## config.mk

```make
export PLATFORM = sky130hd
export DESIGN_NAME = pc_stack_unit
export DESIGN_NICKNAME = d
export VERILOG_FILES = /design/src/rtl/pc_stack_unit.sv
export SDC_FILE = /design/constraint.sdc
export NUM_CORES = 1
export LEC_CHECK = 0
export BUFFER_PORTS_ARGS = -buffer_cell sky130_fd_sc_hd__buf_2
export CAP_MARGIN = 40
export CORE_MARGIN = 4
export CORE_UTILIZATION = 40
export DETAILED_ROUTE_END_ITERATION = 8
export PLACE_DENSITY = 0.55
export SKIP_LAST_GASP = 1
export SYNTH_ARGS = -nofsm -noshare
export SYNTH_HDL_FRONTEND = slang
export SYNTH_SLANG_ARGS = --single-unit
```

## constraint.sdc

```tcl
create_clock -name CLK -period 4.47 [get_ports CLK]
set_clock_uncertainty 0.15 [all_clocks]
set_input_delay 0.6705 -clock CLK [delete_from_list [all_inputs] [get_ports CLK]]
set_output_delay 0.6705 -clock CLK [all_outputs]
set_load 0.02 [all_outputs]
```

## src/rtl/pc_stack_unit.sv

```systemverilog
// Program counter with increment, absolute/relative jump, and a call/return address stack.
// Optional PC_STACK_TRAP_EN: a call on a full stack sends the PC to TRAP_VEC instead of the call target.
module pc_stack_unit #(
  parameter int              PC_W        = 8,
  parameter int              OFF_W       = 4,
  parameter int              STACK_DEPTH = 4,
  parameter logic [PC_W-1:0] RESET_VEC   = '0,
  parameter logic [PC_W-1:0] TRAP_VEC    = '1
) (
  input  logic             CLK,
  input  logic             CLB,
  input  logic [PC_W-1:0]  A,
  input  logic [OFF_W-1:0] B,
  input  logic             SelPC,
  input  logic             IncPC,
  input  logic             LoadPC,
  input  logic             Call,
  input  logic             Ret,
  input  logic             Hold,
  output logic [PC_W-1:0]  count,
  output logic             stk_full,
  output logic             stk_empty,
  output logic             stk_err
);

  localparam int DEP_W = $clog2(STACK_DEPTH + 1);
  localparam int IDX_W = (STACK_DEPTH > 1) ? $clog2(STACK_DEPTH) : 1;
  localparam logic [DEP_W-1:0] DEPTH_MAX = DEP_W'(STACK_DEPTH);

  logic [PC_W-1:0]  stack_mem [STACK_DEPTH];
  logic [DEP_W-1:0] depth, depth_nxt;
  logic [PC_W-1:0]  count_nxt, inc_val, target, b_ext;
  logic             err_nxt, push;
  logic [IDX_W-1:0] top_idx, push_idx;

  assign b_ext    = {{(PC_W-OFF_W){B[OFF_W-1]}}, B};
  assign inc_val  = count + PC_W'(1);
  // Relative offsets are taken from the current PC, not PC+1
  assign target   = SelPC ? (count + b_ext) : A;
  assign top_idx  = IDX_W'(depth - DEP_W'(1));
  assign push_idx = IDX_W'(depth);

  always_comb begin
    count_nxt = count;
    depth_nxt = depth;
    err_nxt   = stk_err;
    push      = 1'b0;
    if (!Hold) begin
      if (Ret) begin
        if (stk_empty) begin
          count_nxt = inc_val;
          err_nxt   = 1'b1;
        end else begin
          count_nxt = stack_mem[top_idx];
          depth_nxt = depth - DEP_W'(1);
        end
      end else if (Call) begin
        count_nxt = target;
        if (stk_full) begin
          err_nxt = 1'b1;
`ifdef PC_STACK_TRAP_EN
          count_nxt = TRAP_VEC;
`endif
        end else begin
          push      = 1'b1;
          depth_nxt = depth + DEP_W'(1);
        end
      end else if (LoadPC) begin
        count_nxt = target;
      end else if (IncPC) begin
        count_nxt = inc_val;
      end
    end
  end

  always_ff @(posedge CLK or negedge CLB) begin
    if (!CLB) begin
      count     <= RESET_VEC;
      depth     <= '0;
      stk_full  <= 1'b0;
      stk_empty <= 1'b1;
      stk_err   <= 1'b0;
    end else begin
      count     <= count_nxt;
      depth     <= depth_nxt;
      stk_full  <= (depth_nxt == DEPTH_MAX);
      stk_empty <= (depth_nxt == '0);
      stk_err   <= err_nxt;
    end
  end

  // Entry contents carry no reset; depth alone decides which entries are live
  always_ff @(posedge CLK) begin
    if (push) stack_mem[push_idx] <= inc_val;
  end

endmodule
```

Word level (Yosys, flattened, before mapping)
Memory sizes are Yosys's and may differ from the RTL's. Cells that the tools add are included.

Equal/unequal tests: 2. Multipliers: 0. Bitwise gates (word level): 1. Magnitude comparators: 0. Shifts and indexed selects: 0. Divide/modulo/power cells: 0. $add $sub $neg: 4. Reductions and logical operators: 6. Mux-type cells: 21.

Operators by type and width (number): $mux W8 (6); $mux W3 (5); $mux W1 (10); $add A8 B1 Y8 const B (1); $add A8 B8 Y8 (1); $reduce_and A4 Y1 (1); $reduce_bool A2 Y1 (2); $reduce_bool A4 Y1 (1); $add A3 B1 Y3 const B (1); $eq A3 B3 Y1 const B (1); $logic_not A3 Y1 (1); $sub A3 B1 Y3 const B (1); $ne A2 B1 Y1 const B (1); $reduce_and A2 Y1 (1); $not A1 Y1 (1).

RAM bits: 32. Bits of input ports: 20. Memories kept: 1. Memory bits (read-only): 0. Bits in latches: 0. Flip-flop bits (word level): 14. Logic and storage cells: 40.

Memories: stack_mem (words 4, width 8, rd ports 1, clocked after memory_dff 0, write ports 1, line 30) `logic [PC_W-1:0] stack_mem [STACK_DEPTH];`.

Logic depth before layout (Yosys ltp)
Gate-level depths: netlist of run 1.

Word-level depth: 6. Depth in mapped cells: 9.

Worst setup path before layout of run 1
OpenSTA, ideal clock, no wires.

Path kind: input port to flip-flop. Start: input port B[0]. End: register count[6]. Slack: 2.083 ns. Library setup time: 0.082 ns. Stages: 8. Data arrival time: 2.155 ns. Buffers on the path: 0. Required time: 4.238 ns. Cells stage by stage: ha_1 > inv_1 > fa_1 > nor2b_1 > o2111ai_1 > a211o_1 > a31o_2 > a31oi_1.

Cells in the longest elaborated chain, start to end: 5.

Ends and longest elaborated chain: start: declaration (line 13) `input logic [OFF_W-1:0] B,`; $add A8 B8 Y8 * (line 39) `assign target = SelPC ? (count + b_ext) : A;`; $mux W8 * (line 39); $mux W8 (line 68) `end else if (LoadPC) begin`; $mux W8 * (line 57) `end else if (Call) begin`; $mux W8 * (line 49) `if (Ret) begin`; end signal: assignment (line 84) `count <= count_nxt;`; end: declaration (line 20) `output logic [PC_W-1:0] count,`.

Every way passes the cells marked *; elsewhere a longest branch is shown, timed or not. A chain may end at the register's enable or synchronous reset.

Final worst setup path of run 1
Start: register depth[0]. End: register count[6].

Cells in the longest elaborated chain, start to end: 4.

Ends and longest elaborated chain: start: declaration (line 31) `logic [DEP_W-1:0] depth, depth_nxt;`; start signal: assignment (line 85) `depth <= depth_nxt;`; $sub A3 B1 Y3; $mem_v2 Z4 W8; $mux W8 (line 50) `if (stk_empty) begin`; $mux W8 (line 49).

Every way passes these cells.

==> summary.md, run 1 <==
The flow ran to the end, and the final reports show no timing, DRC or antenna violations. Once detail routing completed, the nets flagged for antenna violations numbered 0. The number of antenna diodes in the final layout is 0. The tools report the post-layout net count as 298. Sequential cells burn 40.6% of the power. The run gives 10.1 mm as the wire length of the first global-routing pass. The logs give 1967 for the total number of vias and 49.6% for the fraction of the yosys area taken by sequential cells. The detailed router finished its first iteration with 95 violations. Setup violations remaining at the end of the flow were counted as 0. Most repeated cell in the gate-level netlist after synthesis: sky130_fd_sc_hd__edfxtp_1. Synthesis inferred 46 register bits.

The area added between synthesis and finish was 11.7%. The tools report the number of buffers created by CTS as 5. TritonCTS built the clock tree. Main flop type after synthesis: sky130_fd_sc_hd__edfxtp_1.

The power density of the placed cells came out at 577 nW/µm². After technology mapping, the gate count stands at 236. The nature of the critical path startpoint was a flop. The part of the power in combinational logic is 43.8%, and the die span in y is 89.4 µm. The clock transition time at the flip-flop clock pins of the worst setup and hold paths is 0.10 ns, and the relative slew slack is 42.3%.

The horizontal extent of the die works out to 89.4 µm. The part of the power in the clock network was 15.6%. For the pin with the worst max-slew slack, the measured transition is 0.866 ns. The logs give 1.76 ns for the final worst setup slack and 19 for the maximum number of pins on one net before global-route repair. Each instance of the synthesized netlist takes up on average 11.2 µm². Setup repair after global routing left no endpoint under its margin. The count of hold-fix buffers inserted at cts was 0. The detailed-route wire length per cell works out to 18.4 µm.

Ranked by instance count, the synthesized netlist is headed by 32 x sky130_fd_sc_hd__edfxtp_1, 21 x sky130_fd_sc_hd__nand2_1, 20 x sky130_fd_sc_hd__a21oi_1, 15 x sky130_fd_sc_hd__nor2_1, 14 x sky130_fd_sc_hd__o21ai_0. On the critical path the largest part of the delay comes from flip-flops. The path class of the tightest hold or removal check is primary input to async pin. Of the cells placed in the final design, the portion with a size suffix greater than 1 is 22.6%. The total die area is 7990 µm². The maximum operating frequency is 369 MHz.

Yosys mapped a number of flops with a built-in enable equal to 32. The tightest hold margin was 0.0996 ns. The routed design has 6.31 mm of wire.

The critical path depth was 6; the combined global-route utilization of all metal layers was 17.0%. Routability-driven placement finished with a final weighted congestion of 0.843. The run gives 1865 as the number of global-route vias before repair.

For this run, asynchronously set or reset flops after synthesis account for 30.4%. The tool flagged a number of max-cap violations equal to 0. For the final routed database, the setup TNS stands at 0 ns. The critical path in this run is classified as flop to flop. The cell taking the most area after synthesis was sky130_fd_sc_hd__edfxtp_1. Post-CTS timing repair inserted 0 buffers for setup. 31 I/O pins were placed. The count of buffers inserted at the top-level ports was 30; the switching power summed over all nets was 0.000694 W. Clock latency on the worst-skew pair: 0.31 ns. Counting along the longest clock path gives a buffer depth of 2.

Post-CTS repair changed the size of 0 cells. The number of distinct library cells after synthesis is 49, and the area of the mapped netlist is 2650 µm². The tools report the critical path capture point type as a flop.

The first detailed-routing pass took 5 iterations. The tools report the critical path arrival as 2.72 ns. The core region is 6390 µm². STA puts the critical path data required time at 4.48 ns.

Counting I/O delays and the setup requirement, the final critical path takes 2.71 ns. Of the available clock period, the critical path in the final layout requires 60.6%. The worst-case IR drop observed on VDD is 0.291 mV. Summed over all layers, the global routing overflow is 0. In this run the core area contains 29 standard-cell rows. The analysis attributes to cell leakage a power of 1.14 nW.

Initial antenna violation count: 0. Synthesis produced a netlist with a net count of 269. Dividing the detail-routed via count by the number of cells gives 5.73.

The final routed DRC violation total is 0. The tree is rooted in a sky130_fd_sc_hd__clkbuf_8. For the number of endpoints with negative hold slack in the final report, the log shows 0. The fraction of power spent switching nets was 40.7%; the clock sink count was 46. The largest single stage delay on the critical path is 0.73 ns. Along the worst path, the maximum fanout reaches 12.

The H-tree depth is 2. The logs give 0.00101 W for the internal power consumption and 41.5% for the starting density of the core. In the post-synthesis netlist, the biggest area contributors are sky130_fd_sc_hd__edfxtp_1 36%, sky130_fd_sc_hd__dfrtp_1 12%, sky130_fd_sc_hd__mux4_2 6.8%. The critical path goes through inv_1 -> ha_1 -> mux4_2 -> and2_1 -> o31ai_1 -> a31oi_1. The worst register-to-register path has a depth of 6. The number of max-slew violations in the final report was 0. The number of buffers and inverters on the critical path came out at 1.

Timing analysis after detailed placement gives a worst setup slack of 1.75 ns. The largest individual stage delay along the critical path comes from the cell sky130_fd_sc_hd__dfrtp_1. The Yosys step of the flow raised 0 warnings.

The final HPWL from detailed placement is 4.80 mm, and the area fraction of the dominant cell type after synthesis is 36.3%.
-- stage by stage --
step / instance area (µm²) / instances / util, % / power [W]
global placement: 2870 / 335 / 44.9 / 0.00145
finish: 2960 / 343 / 46.3 / 0.00171
detailed placement: 2870 / 335 / 44.9 / 0.00145
CTS: 2960 / 343 / 46.3 / 0.00172
floorplan: 2650 / 236 / - / 0.00123
global route: 2960 / 343 / 46.3 / 0.00183
-- worst paths after layout --
kind	startpoint	endpoint	slack, ns
worst max-delay path	depth[0]$_DFF_PN0_	count[6]$_DFFE_PN0P_	1.76
worst min-delay path	CLB	count[6]$_DFFE_PN0P_	0.1
worst max register to register	depth[0]$_DFF_PN0_	count[6]$_DFFE_PN0P_	1.76
worst min register to register	stk_err$_DFFE_PN0P_	stk_err$_DFFE_PN0P_	0.33
max in group asynchronous	CLB	stk_empty$_DFF_PN1_	3.76
min in group CLK	stk_err$_DFFE_PN0P_	stk_err$_DFFE_PN0P_	0.33
-- final cells by class --
cell class / instances / area (µm²)
repair buffers: 31 / 158
well taps: 77 / 96.3
flip-flops and latches: 46 / 1310
clock inverters: 3 / 23.8
fillers: 612 / 3430
inverters: 10 / 37.5
clock buffers: 5 / 68.8
multi-input cells: 171 / 1260
-- cells by family (layout without fill, tap and decap cells) --
| logic type | Yosys count | after routing | share of synthesized area [%] |
|---|---|---|---|
| AND/OR/NAND/NOR | 69 | 69 | 13.2 |
| AO/OA/AOI/OAI | 68 | 68 | 16.6 |
| flip-flops | 46 | 46 | 49.6 |
| buffers and inverters | 19 | 49 | 2.83 |
| adder cells (fa/ha/maj) | 13 | 13 | 6.42 |
| multiplexers | 12 | 12 | 8.41 |
| XOR/XNOR | 9 | 9 | 2.98 |
-- registers in the layout, summed over array words and instances (netlist names) --
signal and flops:
stack_mem 32, count 8, depth 3, stk_empty 1, stk_err 1, stk_full 1
-- power groups by stage --
stage | clock (W) | combinational, W | sequential, W
2_1_floorplan | 0 | 0.000532 | 0.000698
4_1_cts | 0.000274 | 0.000752 | 0.000695
3_5_place_dp | 0 | 0.000748 | 0.000704
3_3_place_gp | 0 | 0.000743 | 0.000702
5_1_grt | 0.000293 | 0.000830 | 0.000712
6_report | 0.000266 | 0.000747 | 0.000693
-- placed cells by master, fill, tap and decap left out, types with 4 or more instances in the layout --
master and count:
sky130_fd_sc_hd__and2_1 5, sky130_fd_sc_hd__nand2_1 21, sky130_fd_sc_hd__inv_1 10, sky130_fd_sc_hd__buf_2 30, sky130_fd_sc_hd__dfrtp_1 13, sky130_fd_sc_hd__a211oi_1 4, sky130_fd_sc_hd__o31ai_1 4, sky130_fd_sc_hd__o21ai_0 14
sky130_fd_sc_hd__edfxtp_1 32, sky130_fd_sc_hd__ha_1 12, sky130_fd_sc_hd__a21oi_1 20, sky130_fd_sc_hd__a21o_1 4, sky130_fd_sc_hd__a211o_1 4, sky130_fd_sc_hd__mux4_2 8, sky130_fd_sc_hd__xnor2_1 7, sky130_fd_sc_hd__nor3_1 6
sky130_fd_sc_hd__clkbuf_8 5, sky130_fd_sc_hd__nor2_1 15
-- routing by layer --
layer | wire (µm) | vias up | global-route usage, %
met1 | 2920 | 951 | 25.2
met5 | 0 | - | 0
met2 | 2990 | 56 | 25.5
met4 | 79 | 0 | 4.47
li1 | - | 952 | -
met3 | 318 | 8 | 3.41
Note: power is estimated with default switching activity, not from simulation.
==> inputs of run 2 (changes only) <==
==> constraint.sdc (replaced) <==
create_clock -name CLK -period 2.8 [get_ports CLK]
set_clock_uncertainty 0.15 [all_clocks]
set_input_delay 0.42 -clock CLK [delete_from_list [all_inputs] [get_ports CLK]]
set_output_delay 0.42 -clock CLK [all_outputs]
set_load 0.02 [all_outputs]
==> run 2 against run 1 <==
Clock power rose by 88%. Combinational power rose by 67%. Register-to-register slack got worse by 1.4 ns. Sequential share of layout area fell by 0.63 points. Global-route usage barely moved. Clock-buffer cell count rose by 1. Critical path type unchanged. Power rose by 65%. Final area rose by 1.4%.
==> summary.md, run 2 (synthesis results as in run 1) <==
The run finished with clean final reports. Once the clock tree was built, the resizer swapped 0 gates to a different size. The iteration-0 DRC count of the detailed router was 89. The logs give 7990 µm² for the total die area and 6390 µm² for the area of the placeable core.

In this run switching power makes up 39.0% of total power. The design draws 0.00281 W. The placement row count was 29; the die span in y was 89.4 µm. The routed design has 6.31 mm of wire. The congestion estimate from routability-driven global placement came to 0.828. Relative to the synthesized area, the layout overhead comes to 13.3%. Leaving out fill and tap cells, the most frequent cells in the layout are 32 x sky130_fd_sc_hd__edfxtp_1, 30 x sky130_fd_sc_hd__buf_2, 21 x sky130_fd_sc_hd__nand2_1, 20 x sky130_fd_sc_hd__a21oi_1, 15 x sky130_fd_sc_hd__nor2_1. Once the floorplan was initialized, standard cells occupied 41.5% of the core.

Register with the most flip-flops: stack_mem. Clock tree synthesis found a total of 46 sinks. The part of the power in the clock network is 17.8%, and the accumulated negative setup slack is 0 ns. The tools report the setup fix buffers added after clock tree synthesis as 0. The initial antenna violation count is 0, and the final HPWL from detailed placement is 4.75 mm. The worst hold path class was primary input to flop. The slew of the pin with the lowest slew margin came out at 0.630 ns. TritonCTS built the clock tree. The tools report the detailed-routing iteration count for the pre-antenna-repair pass as 4. The tools report the post-layout net count as 301. Dividing the detail-routed via count by the number of cells gives 5.66. Internal power consumption: 0.00172 W. By startpoint and endpoint, the worst setup path is classified as flop to flop. The maximum number of pins on one net before global-route repair is 19, and the highest net fanout along the worst path is 7. The worst path in the final design needs a cycle of 2.40 ns, including I/O delays and setup.

After detailed routing, the average wire length per cell comes to 18.2 µm. The tools report the number of maximum-capacitance constraint violations as 0. The total number of vias is 1957, and the number of flip-flops in the largest register is 32.

The number of buffers created by CTS is 5. The clock transition time at the flip-flop clock pins of the worst setup and hold paths came out at 0.09 ns. Across the VDD grid, the largest voltage drop is 0.556 mV. The clock tree synthesis step divided the H-tree into 2 levels. CTS placed an instance of sky130_fd_sc_hd__clkbuf_8 at the clock tree root. In the routed design, unresolved DRC markers number 0. At the later pin of the worst-skew pair, clock insertion delay measures 0.31 ns. The reg2reg setup slack is 0.40 ns, and the maximum operating frequency is 416 MHz. Sequential cells burn 37.8% of the power. Leaving out fill and tap cells, the most frequent cell in the layout is sky130_fd_sc_hd__edfxtp_1. The critical path arrival is 2.49 ns, and the combined global-route utilization of all metal layers is 17.0%. The first global-routing pass estimated 10.0 mm of wire. The run gives 1935 as the number of global-route vias before repair. The worst setup path is launched from a flop. The largest registers in the layout are stack_mem (32), count (8), depth (3). The clock tree buffer depth was 2; the boundary pin count was 31. Headroom to the max-slew limit came out at 57.7%. Combinational logic burns 44.4% of the power. After the flow finishes, the layout carries non-filler instances totaling 346. The run gives 0 as the number of max-slew violations in the final report.

Counting tap cells, the placed design contains a total of 337 instances. The number of endpoints with negative hold slack in the final report was 0; the number of inserted diodes was 0. Timing analysis after detailed placement gives a worst setup slack of 0.412 ns.

The horizontal extent of the die was 89.4 µm. For the final worst setup slack, the log shows 0.396 ns. Setup repair after global routing left no endpoint under its margin. The final count of negative-setup-slack endpoints was 0.

The logs give 0.00110 W for the switching power summed over all nets and 1.16 nW for the leakage power figure. The count of nets left with antenna violations once routing finished came out at 0. STA classifies the critical path endpoint as a flop. The power density of the placed cells came out at 938 nW/µm². For the worst setup path, the data required time is 2.89 ns.

Summed over all layers, the global routing overflow is 0. Count of buffers inserted at the top-level ports: 30. The final worst-path cycle share was 85.9%.

Fraction of layout cells with a size suffix above 1: 22.7%.
run 2: cell count changes in the layout (fill, tap and decap cells not counted), sizes merged:
cell | before | now
buf | 31 | 33
bufinv | 0 | 1
clkbuf | 5 | 6
clkinvlp | 2 | 1
dlygate4sd3 | 0 | 1
inv | 11 | 10
run 2: stage by stage:
| step | hold WS [ns] | area, µm² | utilization, % |
|---|---|---|---|
| 3_5_place_dp | 0.204 | 2880 | 45.1 |
| 2_1_floorplan | -0.0256 | 2650 | - |
| 4_1_cts | 0.247 | 3000 | 47.0 |
| 3_3_place_gp | 0.208 | 2880 | 45.1 |
| 6_report | 0.248 | 3000 | 47.0 |
| 5_1_grt | 0.285 | 3000 | 47.0 |
run 2: final timing paths:
path | start | endpoint | cells after the start
max in group asynchronous | CLB | stk_empty$_DFF_PN1_ | 2
max reg2reg | count[0]$_DFFE_PN0P_ | count[4]$_DFFE_PN0P_ | 8
min in group asynchronous | CLB | count[1]$_DFFE_PN0P_ | 2
min | A[4] | count[4]$_DFFE_PN0P_ | 3
max | count[0]$_DFFE_PN0P_ | count[4]$_DFFE_PN0P_ | 8
min reg2reg | stk_err$_DFFE_PN0P_ | stk_err$_DFFE_PN0P_ | 1
run 2: routing by layer:
metal	routed length [µm]	track usage, %	part of all wire, %	up-vias
met2	2880	25.9	46	52
met4	27	2.84	0.43	0
met3	369	3.87	5.8	6
li1	-	-	-	957
met1	3030	25.2	48	942
met5	0	0	0	-
run 2: power by group through the flow:
stage               logic [W]  registers (W)  clock network (W)
finish                0.00125        0.00106           0.000501
floorplan            0.000850        0.00111                  0
global route          0.00140        0.00108           0.000554
detailed placement    0.00126        0.00108                  0
global placement      0.00126        0.00108                  0
CTS                   0.00127        0.00106           0.000519
run 2: worst max-delay path, stage by stage (launching register included):
cell	delay, ns
sky130_fd_sc_hd__dfrtp_1	0.48
sky130_fd_sc_hd__ha_1	0.25
sky130_fd_sc_hd__inv_1	0.07
sky130_fd_sc_hd__fa_1	0.40
sky130_fd_sc_hd__nor2b_1	0.16
sky130_fd_sc_hd__o21ai_0	0.11
sky130_fd_sc_hd__a2111oi_0	0.45
sky130_fd_sc_hd__nor3_1	0.12
sky130_fd_sc_hd__a21oi_1	0.15
run 2: cell type report:
| cell class | count | area [µm²] |
|---|---|---|
| clock buffers | 6 | 72.6 |
| well taps | 77 | 96.3 |
| inverters | 10 | 37.5 |
| fillers | 638 | 3390 |
| flip-flops and latches | 46 | 1310 |
| clock inverters | 2 | 37.5 |
| repair buffers | 34 | 183 |
| multi-input cells | 171 | 1260 |
run 2: timing repair:
item | CTS | global route
hold endpoints to repair | 13 | 0
hold buffers | 1 | 0
endpoints found under the setup margin | 0 | 0
